[src/rtl/fetch_redirect_ctrl.sv]
// fetch_redirect_ctrl
// Arbitrates execute- and writeback-stage PC redirects into a single
// TAKE_BRANCH pulse for the fetch unit. It holds a redirect that arrives
// during a stall and keeps flush_o asserted for FLUSH_CYCLES cycles
// after each redirect is issued.
// Optional feature macro: REDIRECT_ALIGN_CHECK_EN. When it is defined,
// bit 0 of the redirect target is cleared and flagged on misaligned_o.
module fetch_redirect_ctrl #(
  parameter int FLUSH_CYCLES = 2
) (
  input  logic        clk_i,
  input  logic        reset_i,
  input  logic        stall_pipeline_i,
  input  logic        ex_redirect_valid_i,
  input  logic [31:0] ex_redirect_pc_i,
  input  logic        wb_redirect_valid_i,
  input  logic [31:0] wb_redirect_pc_i,
  output logic        take_branch_o,
  output logic [31:0] branch_pc_value_o,
  output logic        flush_o,
  output logic        misaligned_o
);

  localparam logic       STALL_PIPELINE = 1'b1;
  localparam logic       TAKE_BRANCH    = 1'b1;
  localparam logic [2:0] CNT_INIT       = 3'(FLUSH_CYCLES - 1);

  typedef enum logic [1:0] {
    RUN   = 2'd0,
    HOLD  = 2'd1,
    FLUSH = 2'd2
  } state_e;

  // With a single flush cycle, the issue cycle covers the whole flush.
  localparam state_e ISSUE_NEXT = (FLUSH_CYCLES == 1) ? RUN : FLUSH;

  state_e      state_q, state_d;
  logic [2:0]  cnt_q, cnt_d;
  logic [31:0] pend_q, pend_d;

  logic        stalled;
  logic        any_valid;
  logic [31:0] sel_tgt;
  logic        take;
  logic        flush;
  logic [31:0] raw_tgt;

  // The counter stops at zero; it never wraps.
  function automatic logic [2:0] sat_dec(input logic [2:0] v);
    return (v == 3'd0) ? 3'd0 : v - 3'd1;
  endfunction

  assign stalled   = (stall_pipeline_i == STALL_PIPELINE);
  assign any_valid = wb_redirect_valid_i | ex_redirect_valid_i;
  // The writeback instruction is older, so its redirect has priority.
  assign sel_tgt   = wb_redirect_valid_i ? wb_redirect_pc_i : ex_redirect_pc_i;

  // State, flush counter and pending target registers.
  always_ff @(posedge clk_i) begin
    if (reset_i) begin
      state_q <= RUN;
      cnt_q   <= 3'd0;
      pend_q  <= 32'd0;
    end else begin
      state_q <= state_d;
      cnt_q   <= cnt_d;
      pend_q  <= pend_d;
    end
  end

  // Next-state logic and the raw issue/flush decisions.
  always_comb begin
    state_d = state_q;
    cnt_d   = cnt_q;
    pend_d  = pend_q;
    take    = 1'b0;
    flush   = 1'b0;
    raw_tgt = pend_q;
    unique case (state_q)
      RUN: begin
        if (any_valid) begin
          flush = 1'b1;
          if (!stalled) begin
            take    = 1'b1;
            raw_tgt = sel_tgt;
            state_d = ISSUE_NEXT;
            cnt_d   = CNT_INIT;
          end else begin
            pend_d  = sel_tgt;
            state_d = HOLD;
          end
        end
      end
      HOLD: begin
        flush = 1'b1;
        if (stalled) begin
          // An ex redirect here comes from a younger, squashed instruction.
          if (wb_redirect_valid_i) pend_d = wb_redirect_pc_i;
        end else begin
          take    = 1'b1;
          raw_tgt = wb_redirect_valid_i ? wb_redirect_pc_i : pend_q;
          state_d = ISSUE_NEXT;
          cnt_d   = CNT_INIT;
        end
      end
      FLUSH: begin
        flush = 1'b1;
        if (wb_redirect_valid_i) begin
          if (!stalled) begin
            take    = 1'b1;
            raw_tgt = wb_redirect_pc_i;
            state_d = ISSUE_NEXT;
            cnt_d   = CNT_INIT;
          end else begin
            pend_d  = wb_redirect_pc_i;
            state_d = HOLD;
          end
        end else if (!stalled) begin
          cnt_d = sat_dec(cnt_q);
          if (cnt_d == 3'd0) state_d = RUN;
        end
      end
      default: begin
        state_d = RUN;
        cnt_d   = 3'd0;
      end
    endcase
  end

  // Output shaping: optional alignment check, with all outputs held quiet during reset.
  always_comb begin
    take_branch_o     = ~TAKE_BRANCH;
    flush_o           = 1'b0;
    misaligned_o      = 1'b0;
    branch_pc_value_o = 32'd0;
    if (!reset_i) begin
      take_branch_o = take ? TAKE_BRANCH : ~TAKE_BRANCH;
      flush_o       = flush;
`ifdef REDIRECT_ALIGN_CHECK_EN
      branch_pc_value_o = {raw_tgt[31:1], 1'b0};
      misaligned_o      = take & raw_tgt[0];
`else
      branch_pc_value_o = raw_tgt;
      misaligned_o      = 1'b0;
`endif
    end
  end

endmodule

[config.mk]
export PLATFORM = sky130hd
export DESIGN_NAME = fetch_redirect_ctrl
export DESIGN_NICKNAME = d
export VERILOG_FILES = /design/src/rtl/fetch_redirect_ctrl.sv
export SDC_FILE = /design/constraint.sdc
export NUM_CORES = 1
export LEC_CHECK = 0
export BUFFER_PORTS_ARGS = -buffer_cell sky130_fd_sc_hd__buf_2
export CORE_MARGIN = 2
export CORE_UTILIZATION = 55
export CTS_CLUSTER_SIZE = 20
export DETAILED_ROUTE_END_ITERATION = 10
export PLACE_DENSITY = 0.92
export SLEW_MARGIN = 0
export SYNTH_ARGS = -nofsm -noshare
export SYNTH_HDL_FRONTEND = slang
export SYNTH_SLANG_ARGS = --single-unit
[constraint.sdc]
create_clock -name clk_i -period 2.3 [get_ports clk_i]
set_clock_uncertainty 0.05 [all_clocks]
set_input_delay 0.115 -clock clk_i [delete_from_list [all_inputs] [get_ports clk_i]]
set_output_delay 0.115 -clock clk_i [all_outputs]
set_load 0.03 [all_outputs]
==> results.md, run 1 <==
* Outcome: finished, final reports clean
* Number of global-route vias before repair at 4226
* # rows at 31
* Area of the multi-input gates at 3160 sq um
* Top cells by area, synth: dfxtp_1 18%, mux2_2 14%, a221oi_2 11%, mux2_4 11%, nor2_1 8.8%
* Worst path cell trace: inv_1, ha_2, inv_2, nand2_2, clkbuf_16, a221oi_2, nor3_1, buf_2
* Peak Freq at 445 MHz
* Final worst path period share at 0.976
* Overflow after GRT at 0
* Sequential cell area at 743 sq um
* Tmin final at 2240 ps
* Sink Count at 37
* Die area at 8260 sq um
* Worst Hold Class: input pin to flop
* Final Util at 0.684
* Share of layout cells above drive strength 1 at 0.480
* Top_reg_cell synth: dfxtp_1
* CTS Root Cell: clkbuf_8
* Post-synth top area share at 0.178
* Final hold vios at 0
* Routed length per instance at 20.5 microns
* WP data arrival at 2080 ps
* CTS H-Tree Depth at 2
* CP max stage delay at 340 ps
* Dpl ws at 67.7 ps
* Final setup fails at 0
* Reg-to-Reg Start: state_q[0]$_SDFFE_PP0P_
* RSZ-0062 raised after global routing: true
* # port buffers at 102
* Max-cap violations at 0
* Slowest cell on the critical path: dfxtp_2
* Critical path startpoint: state_q[0]$_SDFFE_PP0P_
* Drt total wl at 13.3 mm
* Final Max Slew Viols at 0
* Syn. warnings at 0
* Post-route antenna net violation count at 0
* Fin area at 4980 sq um
* Number of synthesized flops with an enable pin at 0
* Antenna violations before repair at 0
* Post-route DRC at 0
* Static Leak at 0.00219 uW
* Synth unique cells at 39
* Syn Inst Count at 469
* Setup TNS at 0 ps
* Initial Util at 0.570
* Synth Area per Inst at 8.86 sq um
* Maximum clock path buffer count at 2
* Worst IR Drop VDD at 0.000427 V
* Fill cells at 551
* Total core area at 7290 sq um
* Routability cong. at 0.994
* CP top delay family: buffers and inverters
* Layout Nets at 622
* Critical Path Fanout Max at 13
* Crit path launch type: flop
* DRT iter0 DRCs at 669
* Critical Path Sink Type: primary output
* HPWL after DPL at 8.58 mm
* Netlist Area Pre-Place at 4150 sq um
* Placed Area at 4760 sq um
* Setup WS post-layout at 55.3 ps
* WHS at 182 ps
* Req. time, crit path at 2130 ps
* Ant. Diodes at 0
* Largest net degree at the start of global routing at 34
* First-pass GRT wire length at 20.3 mm
* DR vias/cell at 6.81
* Gr usage total at 0.296
* CTS tree: built
* Die Y at 90.9 microns
* Asr flop ratio synth at 0
* Slew Limit Headroom at 0.406
* Via count at 4418
* TritonCTS Buffers at 5
* Die W at 90.9 microns
* Worst slew pin tran at 889 ps
* Hold Startpoint: wb_redirect_pc_i[28]
* Sequential share of the synthesized area at 0.178
* Register bit total from synthesis at 37
* Power Density at 697 nW/um^2
* I/O pins at 104
* Skew-Pair Late Insertion Delay at 300 ps
* 1st-pass router iterations at 6
* Clock-pin slew on the worst setup and hold paths at 80 ps
* WP buf/inv at 4
* Yosys top cell by area: dfxtp_1
* Synth Net Count at 542
* Kind of critical path: flop to primary output
* Area grow syn2layout at 20.0%
==> cell usage after synthesis, drive strengths merged (2+ instances only) <==
cell type / n
inv: 6
ha: 4
buf: 33
a211oi: 3
a221oi: 63
nand2b: 3
a21oi: 11
mux2: 97
dfxtp: 37
o31ai: 2
clkbuf: 20
nand2: 2
nor2: 97
o21ai: 3
nor3: 35
a22o: 32
a21o: 4
nor2b: 3
==> registers in the layout, indices dropped and copies added, names as in the netlist <==
name	flops
cnt_q	3
state_q	2
pend_q	32
==> worst min-delay path, cell delays in order <==
cell and delay [ps]:
buf_2 100, a221oi_1 70, nor2_1 100, a22o_1 120
==> layout make-up <==
| cell class | instances | share of cell area |
|---|---|---|
| multi-input combinational | 372 | 0.634 |
| timing repair buffer | 126 | 0.160 |
| sequential | 37 | 0.149 |
| tap | 99 | 0.0248 |
| clock buffer | 5 | 0.0138 |
| clock inverter | 3 | 0.0131 |
| inverter | 7 | 0.00527 |
==> layout by cell type, fill, tap and decap left out, types with 2 or more instances in the layout <==
cell type and n:
buf_2 91, mux2_1 16, nor3_2 3, clkbuf_4 2, a211oi_1 2, o21ai_0 3
buf_12 5, nand2b_1 3, ha_2 4, mux2_2 51, o31ai_1 2, dfxtp_1 35
mux2_4 30, nor2_1 97, nor2b_4 2, inv_1 5, a21o_1 4, a21oi_1 10
bufinv_16 2, a221oi_2 31, clkbuf_8 5, a22o_1 32, buf_4 27, nor3_1 32
dfxtp_2 2, a221oi_1 32
==> path summary, 6_finish.rpt <==
check,end,slack (ps),depth (start not counted)
setup / recovery,branch_pc_value_o[14],60,8
hold reg to reg,cnt_q[2]$_SDFFE_PP0P_,440,1
setup reg to reg,pend_q[2]$_SDFFE_PP0P_,80,6
hold / removal,pend_q[28]$_SDFFE_PP0P_,180,4
==> kinds of logic after synthesis <==
logic type | after synthesis | share of synthesized area
fa+ha+maj | 4 | 0.0120
other cells | 1 | 0.000903
compound gates | 125 | 0.294
simple gates | 145 | 0.149
buf+inv | 60 | 0.0756
mux | 97 | 0.290
flops | 37 | 0.178
==> what timing repair did <==
action                                 4_1_cts  5_1_grt
setup endpoints to repair                    9       61
cloned                                       0        1
endpoints found under the hold margin        0        0
hold buffers                                 0        0
resized for setup                            1       20
setup buffers                                0        0
pin swaps                                    0        1
==> metal layers <==
metal | global-route usage | share of wire | vias to the layer above | routed length [microns]
met3 | 0.0509 | 0.090 | 56 | 1190
met1 | 0.368 | 0.39 | 2084 | 5130
met4 | 0.114 | 0.028 | 0 | 368
li1 | - | - | 1953 | -
met2 | 0.511 | 0.50 | 325 | 6590
met5 | 0 | 0 | - | 0
==> power breakdown <==
part / total [uW] / internal, uW / leakage, uW / switching [uW]
logic: 1910 / 854 / 0.00182 / 1050
registers: 887 / 747 / 0.000304 / 140
clock network: 685 / 431 / 0.0000681 / 254
==> metrics by stage <==
| stage | total power (uW) | cells |
|---|---|---|
| 4_1_cts | 3370 | 648 |
| 2_1_floorplan | 2240 | 469 |
| 3_5_place_dp | 2690 | 640 |
| 6_report | 3480 | 649 |
| 3_3_place_gp | 2600 | 640 |
| 5_1_grt | 3630 | 649 |
Note: power is estimated with default switching activity, not from simulation.
==> run 2, diff against run 1 <==
--- a/config.mk
+++ b/config.mk
@@ -5,7 +5,7 @@
 export SDC_FILE = /design/constraint.sdc
 export NUM_CORES = 1
 export LEC_CHECK = 0
-export BUFFER_PORTS_ARGS = -buffer_cell sky130_fd_sc_hd__buf_2
+export BUFFER_PORTS_ARGS = -buffer_cell sky130_fd_sc_hd__buf_4
 export CORE_MARGIN = 2
 export CORE_UTILIZATION = 55
 export CTS_CLUSTER_SIZE = 20
@@ -15,3 +15,4 @@
 export SYNTH_ARGS = -nofsm -noshare
 export SYNTH_HDL_FRONTEND = slang
 export SYNTH_SLANG_ARGS = --single-unit
+export TNS_END_PERCENT = 1
==> run 2 against run 1 <==
  * Sequential power about the same
  * Flip-flop and latch count is the same
  * Highest routed layer unchanged
  * Register-to-register slack worse by 90 ps
  * Non-clock buffer count rose by 1
  * First-iteration DRC count down 28%
  * Total power decreased by 5.1%
  * The run now ends with negative setup slack left
  * Final cell count did not move
  * Count of clock-buffer cells in the layout grew 2
  * Critical path depth up 1
  * Largest power group unchanged
  * Critical endpoint is now branch_pc_value_o[10]
==> results.md, run 2 (synthesized netlist as in run 1, its figures left out) <==
* Outcome: finished with violations
* Failing checks: negative setup slack
* Skew-Pair Late Insertion Delay at 290 ps (about the same)
* Area of the multi-input gates at 3180 sq um (+0.59%)
* Post-route antenna net violation count at 0 (unchanged)
* Layout Nets at 623 (+0.16%)
* Ant. Diodes at 0 (unchanged)
* First-pass GRT wire length at 20.7 mm (+2.0%)
* Slew Limit Headroom at 0.426 (+0.0198)
* Worst Hold Class: input pin to flop
* Critical Path Fanout Max at 8 (-5)
* CTS H-Tree Depth at 2 (unchanged)
* Slowest cell on the critical path: dfxtp_2
* Sink Count at 37 (unchanged)
* Pwr Total at 3300 uW (-5.1%)
* Post-route DRC at 0 (unchanged)
* Internal power at 1900 uW (-6.6%)
* Biggest regs: pend_q (32), cnt_q (3), state_q (2)
* Max reg flops at 32 (unchanged)
* Kind of critical path: flop to primary output
* RSZ-0062 raised after global routing: true
* Static Leak at 0.00223 uW (+1.5%)
* Final hold vios at 0 (unchanged)
* Die W at 90.9 microns (unchanged)
* Worst IR Drop VDD at 0.000330 V (-23%)
* Gr usage total at 0.300 (+0.00326)
* Setup Buffers After CTS at 0 (unchanged)
* CP top delay family: buffers and inverters
* Overflow after GRT at 0 (unchanged)
* # rows at 31 (unchanged)
* Fin area at 5150 sq um (+3.3%)
* WP data arrival at 2180 ps (+100 ps)
* Clock network power share at 0.137 (-0.060)
* # hold bufs at CTS at 0 (unchanged)
* Area grow syn2layout at 24.0%
* Routability cong. at 0.906 (-8.9%)
* Clock-pin slew on the worst setup and hold paths at 70 ps (about the same)
* Final worst path period share at 1.02 (+0.0427)
* Drt total wl at 13.0 mm (-2.1%)
* Psw at 1400 uW (-3.1%)
* Number of global-route vias before repair at 4253 (+0.64%)
* Logic pwr share at 0.594 (+0.046)
* Antenna violations before repair at 0 (unchanged)
* Reg power frac at 0.270 (+0.015)
* Req. time, crit path at 2130 ps (about the same)
* Tmin final at 2340 ps (+98.2 ps)
* DR vias/cell at 6.70 (-1.5%)
* Die Y at 90.9 microns (unchanged)
* DP Cell Count at 642 (+0.31%)
* HPWL after DPL at 8.83 mm (+2.9%)
* Final Max Slew Viols at 0 (unchanged)
* Initial Util at 0.570 (unchanged)
* CP max stage delay at 340 ps (about the same)
* Post-route insts no fill at 649 (unchanged)
* CTS Root Cell: clkbuf_8
* Most flops, register: pend_q
* I/O pins at 104 (unchanged)
* TritonCTS Buffers at 5 (unchanged)
* Setup WS post-layout at -42.9 ps (-98.2 ps)
* Commonest non-fill, non-tap cell in the layout: buf_4
* Power Density at 641 nW/um^2 (-8.2%)
* Worst path cell trace: inv_1, ha_1, buf_4, inv_1, nand2_4, buf_6, a221oi_2, nor3_1, buf_4
* Sw frac at 0.425 (+0.00908)
* Most frequent cells in the layout: 121 x buf_4, 97 x nor2_1, 51 x mux2_2, 36 x dfxtp_1, 33 x nor3_1
* DRT iter0 DRCs at 483 (-28%)
* WP buf/inv at 5 (+1)
* Sequential cell area at 742 sq um (-0.17%)
* # port buffers at 102 (unchanged)
* Max-cap violations at 0 (unchanged)
* Peak Freq at 427 MHz (-4.2%)
* Final setup fails at 2 (+2)
* Share of layout cells above drive strength 1 at 0.476 (-0.00364)
* Die area at 8260 sq um (unchanged)
* Critical Path Sink Type: primary output
* WHS at 180 ps (-2.32 ps)
* Maximum clock path buffer count at 2 (unchanged)
* Crit path launch type: flop
* Routed length per instance at 20.0 microns (-2.1%)
* Setup TNS at -51.2 ps (-51.2 ps)
* CTS tree: built
* Total core area at 7290 sq um (unchanged)
* Largest net degree at the start of global routing at 43 (+26%)
* Worst slew pin tran at 859 ps (-29.6 ps)
* Placed Area at 5000 sq um (+4.9%)
* Fill cells at 530 (-3.8%)
* 1st-pass router iterations at 6 (unchanged)
* Via count at 4351 (-1.5%)
## run 2: cell count changes in the layout (fill, tap and decap cells not counted), sizes merged
cell	delta
buf	+4
bufinv	-2
clkbuf	-1
clkinv	-1
## run 2: final cells by class
| type | instances | share of cell area |
|---|---|---|
| clock buffers | 7 | 0.0168 |
| inverters | 7 | 0.00510 |
| multi-input cells | 372 | 0.617 |
| flip-flops and latches | 37 | 0.144 |
| well taps | 99 | 0.0241 |
| repair buffers | 127 | 0.193 |
## run 2: worst paths after layout
path | start | to | slack [ps] | cells after the start
hold / removal | stall_pipeline_i | state_q[1]$_SDFFE_PP0P_ | 180 | 3
setup reg to reg | state_q[1]$_SDFFE_PP0P_ | pend_q[23]$_SDFFE_PP0P_ | -10 | 7
hold reg to reg | cnt_q[2]$_SDFFE_PP0P_ | cnt_q[2]$_SDFFE_PP0P_ | 430 | 1
setup / recovery | state_q[1]$_SDFFE_PP0P_ | branch_pc_value_o[10] | -40 | 9
## run 2: tightest hold or removal path, cell delays in order
cell and delay [ps]:
buf_4 140, or3_1 140, o31ai_1 80
## run 2: timing repair
action                     4_1_cts  5_1_grt
pin swaps                        0       18
setup endpoints to repair       27       60
cloned                           0        0
gates resized for setup          2       13
## run 2: stage by stage
stage	setup WS [ps]	util
2_1_floorplan	130	-
3_3_place_gp	144	0.685
3_5_place_dp	73.2	0.685
4_1_cts	4.26	0.698
5_1_grt	-88.9	0.706
6_report	-42.9	0.706
## run 2: power by group through the flow
stage / combinational (uW) / clock [uW] / sequential (uW)
final: 1960 / 451 / 889
after global routing: 2080 / 478 / 904
after CTS: 1900 / 449 / 879
after detailed placement: 1880 / 0 / 889
after global placement: 1810 / 0 / 880
after floorplan: 1390 / 0 / 851
## run 2: routing by layer
| layer | track usage | up-vias | routed length [microns] |
|---|---|---|---|
| met1 | 0.372 | 2047 | 5140 |
| met3 | 0.0509 | 56 | 1160 |
| met5 | 0 | - | 0 |
| met4 | 0.136 | 0 | 395 |
| met2 | 0.506 | 289 | 6310 |
| li1 | - | 1959 | - |
==> run 3, diff against run 2 <==
--- a/config.mk
+++ b/config.mk
@@ -5,12 +5,13 @@
 export SDC_FILE = /design/constraint.sdc
 export NUM_CORES = 1
 export LEC_CHECK = 0
+export ABC_AREA = 1
 export BUFFER_PORTS_ARGS = -buffer_cell sky130_fd_sc_hd__buf_4
 export CORE_MARGIN = 2
-export CORE_UTILIZATION = 55
+export CORE_UTILIZATION = 57
 export CTS_CLUSTER_SIZE = 20
 export DETAILED_ROUTE_END_ITERATION = 10
-export PLACE_DENSITY = 0.92
+export PLACE_DENSITY = 0.93
 export SLEW_MARGIN = 0
 export SYNTH_ARGS = -nofsm -noshare
 export SYNTH_HDL_FRONTEND = slang
==> run 3 against run 2 <==
  * The run now ends clean
  * Global-route usage up 1.0 points
  * Sequential power up 28%
  * Routed wire length up 8.4%
  * Critical path type unchanged
  * Largest power group unchanged
==> results.md, run 3 <==
* # port buffers at 102 (unchanged)
* Drt total wl at 14.1 mm (+8.4%)
* Internal power at 2650 uW (+39%)
* TritonCTS Buffers at 5 (unchanged)
* Outcome: finished, final reports clean
* FF-to-FF path depth at 10 (+3)
* Top cells by count, synth: 485 x nand2_1, 217 x nor2_1, 57 x inv_1
* First-pass GRT wire length at 23.6 mm (+14%)
* Worst path cell trace: ha_1, clkinvlp_4, buf_12, nand2_1, nor2_1, nor2_1, buf_4
* Die Y at 96.1 microns (+5.7%)
* Final hold vios at 0 (unchanged)
* Peak Freq at 466 MHz (+9.2%)
* Routed length per instance at 11.7 microns (-41%)
* Sw frac at 0.549 (+0.124)
* Worst IR Drop VDD at 0.000579 V (+76%)
* Power Density at 1030 nW/um^2 (+61%)
* Worst Hold Class: input pin to flop
* Sequential share of the synthesized area at 0.153 (-0.0252)
* Synth Area per Inst at 4.71 sq um (-47%)
* Area grow syn2layout at 17.8%
* Clock network power share at 0.078 (-0.059)
* Skew-Pair Late Insertion Delay at 300 ps (about the same)
* Critical Path Sink Type: primary output
* Top_reg_cell synth: dfxtp_1
* Via count at 6353 (+46%)
* Synth Net Count at 1100 (+100%)
* I/O pins at 104 (unchanged)
* Crit path launch type: flop
* Fill cells at 764 (+44%)
* Post-synth top area share at 0.376 (+0.198)
* Final Max Slew Viols at 0 (unchanged)
* Syn Inst Count at 1027 (+120%)
* 1st-pass router iterations at 6 (unchanged)
* Total core area at 8220 sq um (+13%)
* Asr flop ratio synth at 0 (unchanged)
* WP data arrival at 1980 ps (-200 ps)
* Critical Path Fanout Max at 36 (+28)
* Most flops, register: pend_q
* Reg-to-Reg Start: state_q[1]$_SDFFE_PP0P_
* Clock-pin slew on the worst setup and hold paths at 70 ps (about the same)
* Logic pwr share at 0.728 (+0.134)
* Reg power frac at 0.195 (-0.075)
* CP max stage delay at 390 ps (+50 ps)
* Initial Util at 0.589 (+0.0192)
* Max-cap violations at 0 (unchanged)
* Max reg flops at 32 (unchanged)
* Register bit total from synthesis at 37 (unchanged)
* Most used cell, CP: nor2_1
* Hold Startpoint: ex_redirect_pc_i[12]
* Die W at 96.1 microns (+5.7%)
* Commonest non-fill, non-tap cell in the layout: nand2_1
* Share of layout cells above drive strength 1 at 0.135 (-0.341)
* Maximum clock path buffer count at 2 (unchanged)
* Most frequent cells in the layout: 485 x nand2_1, 217 x nor2_1, 121 x buf_4, 54 x inv_1
* Final worst path period share at 0.933 (-0.0858)
* Cell with the most instances after synthesis: nand2_1
* DR vias/cell at 5.29 (-21%)
* CTS tree: built
* Area of the multi-input gates at 3500 sq um (+10%)
* CTS H-Tree Depth at 2 (unchanged)
* Post-route antenna net violation count at 0 (unchanged)
* Antenna violations before repair at 0 (unchanged)
* Die area at 9240 sq um (+12%)
* Static Leak at 0.00339 uW (+52%)
* Largest net degree at the start of global routing at 70 (+63%)
* Kind of critical path: flop to primary output
* Sequential cell area at 741 sq um (-0.17%)
* Setup TNS at 0 ps (+51.2 ps)
* RSZ-0062 raised after global routing: false
* Setup Buffers After CTS at 0 (unchanged)
* Req. time, crit path at 2130 ps (about the same)
* Critical path startpoint: state_q[0]$_SDFFE_PP0P_
* Top cells by area, synth: nand2_1 38%, nor2_1 17%, dfxtp_1 15%, nand3_1 5.3%, o21ai_0 5.3%
* Number of global-route vias before repair at 5525 (+30%)
* Final setup fails at 0 (-2)
* Hold depth at 7 (+4)
* Number of synthesized flops with an enable pin at 0 (unchanged)
* Slowest cell on the critical path: dfxtp_1
* Synth unique cells at 22 (-44%)
* Final Util at 0.694 (-0.0125)
* Netlist Area Pre-Place at 4840 sq um (+16%)
* Tmin final at 2150 ps (-197 ps)
* Gr usage total at 0.310 (+0.0105)
* # rows at 33 (+6.5%)
* Ant. Diodes at 0 (unchanged)
* Syn. warnings at 0 (unchanged)
* Yosys top cell by area: nand2_1
* Biggest regs: pend_q (32), cnt_q (3), state_q (2)
* Sink Count at 37 (unchanged)
* Layout Nets at 1168 (+87%)
* Post-route DRC at 0 (unchanged)
* Overflow after GRT at 0 (unchanged)
* Psw at 3220 uW (+130%)
* Routability cong. at 0.876 (-3.3%)
* CTS Root Cell: clkbuf_8
* HPWL after DPL at 9.40 mm (+6.5%)
* DRT iter0 DRCs at 540 (+12%)
==> run 3: cell count changes after synthesis, sizes merged, moves of 4 or more <==
cell	previous run	this run
nand2	2	490
nor2	97	218
a221oi	63	0
a21oi	11	40
inv	6	62
buf	33	44
o21ai	3	55
mux2	97	0
nor3	35	0
a21o	4	0
nand3	0	52
a22o	32	0
==> run 3: cells by family (layout without fill, tap and decap cells) <==
logic type                 after synthesis  in the layout  share of synthesized area
and+or+nand+nor                        760            760                      0.610
buffers and inverters                  128            197                      0.124
AOI/OAI and AO/OA                       97             97                      0.102
DFF                                     37             37                      0.153
adders and majority gates                4              4                     0.0103
other                                    1              1                   0.000775
==> run 3: through the flow <==
stage / hold slack [ps] / cell area [sq um] / power, uW / cells / setup slack (ps)
6_report: 196 / 5700 / 5870 / 1201 / 154
4_1_cts: 185 / 5690 / 5800 / 1201 / 54.2
2_1_floorplan: 134 / 4840 / 4340 / 1027 / 464
5_1_grt: 215 / 5700 / 6490 / 1201 / 1.62
3_3_place_gp: 238 / 5600 / 5240 / 1192 / 456
3_5_place_dp: 245 / 5600 / 5330 / 1192 / 381
==> run 3: area by class of cell <==
cell class / instances / area share
repair buffers: 127 / 0.177
multi-input cells: 862 / 0.613
well taps: 105 / 0.0230
clock inverters: 2 / 0.00176
clock buffers: 6 / 0.0127
flip-flops and latches: 37 / 0.130
inverters: 62 / 0.0419
==> run 3: path summary, 6_finish.rpt <==
| kind | slack (ps) | endpoint |
|---|---|---|
| setup reg to reg | 360 | pend_q[15]$_SDFFE_PP0P_ |
| hold reg to reg | 410 | cnt_q[2]$_SDFFE_PP0P_ |
| hold / removal | 200 | pend_q[12]$_SDFFE_PP0P_ |
| setup / recovery | 150 | branch_pc_value_o[14] |
==> run 3: power groups by stage <==
stage | logic [uW] | clock network [uW] | registers, uW
global route | 4830 | 484 | 1180
global placement | 4110 | 0 | 1140
CTS | 4210 | 456 | 1130
finish | 4270 | 455 | 1140
detailed placement | 4180 | 0 | 1140
floorplan | 3270 | 0 | 1060
==> run 3: timing repair <==
action                                  in CTS  in global routing
endpoints found under the setup margin       0                 22
resized for setup                            0                  2
hold endpoints to repair                     1                  0
hold buffers                                 1                  0
==> run 3: worst max-delay path, delay by kind of cell (launching register included) <==
| family | cells | cell delay, ps |
|---|---|---|
| AND/OR/NAND/NOR | 3 | 270 |
| adder cells (fa/ha/maj) | 1 | 240 |
| flip-flops | 1 | 390 |
| buffers and inverters | 3 | 780 |
==> run 3: per-layer routing <==
layer | vias to the layer above | part of all wire | routed length, microns | GRT usage
met5 | - | 0 | 0 | 0
met4 | 0 | 0.018 | 251 | 0.118
met3 | 37 | 0.11 | 1480 | 0.0399
met2 | 368 | 0.46 | 6560 | 0.549
met1 | 2688 | 0.41 | 5810 | 0.379
li1 | 3260 | - | - | -
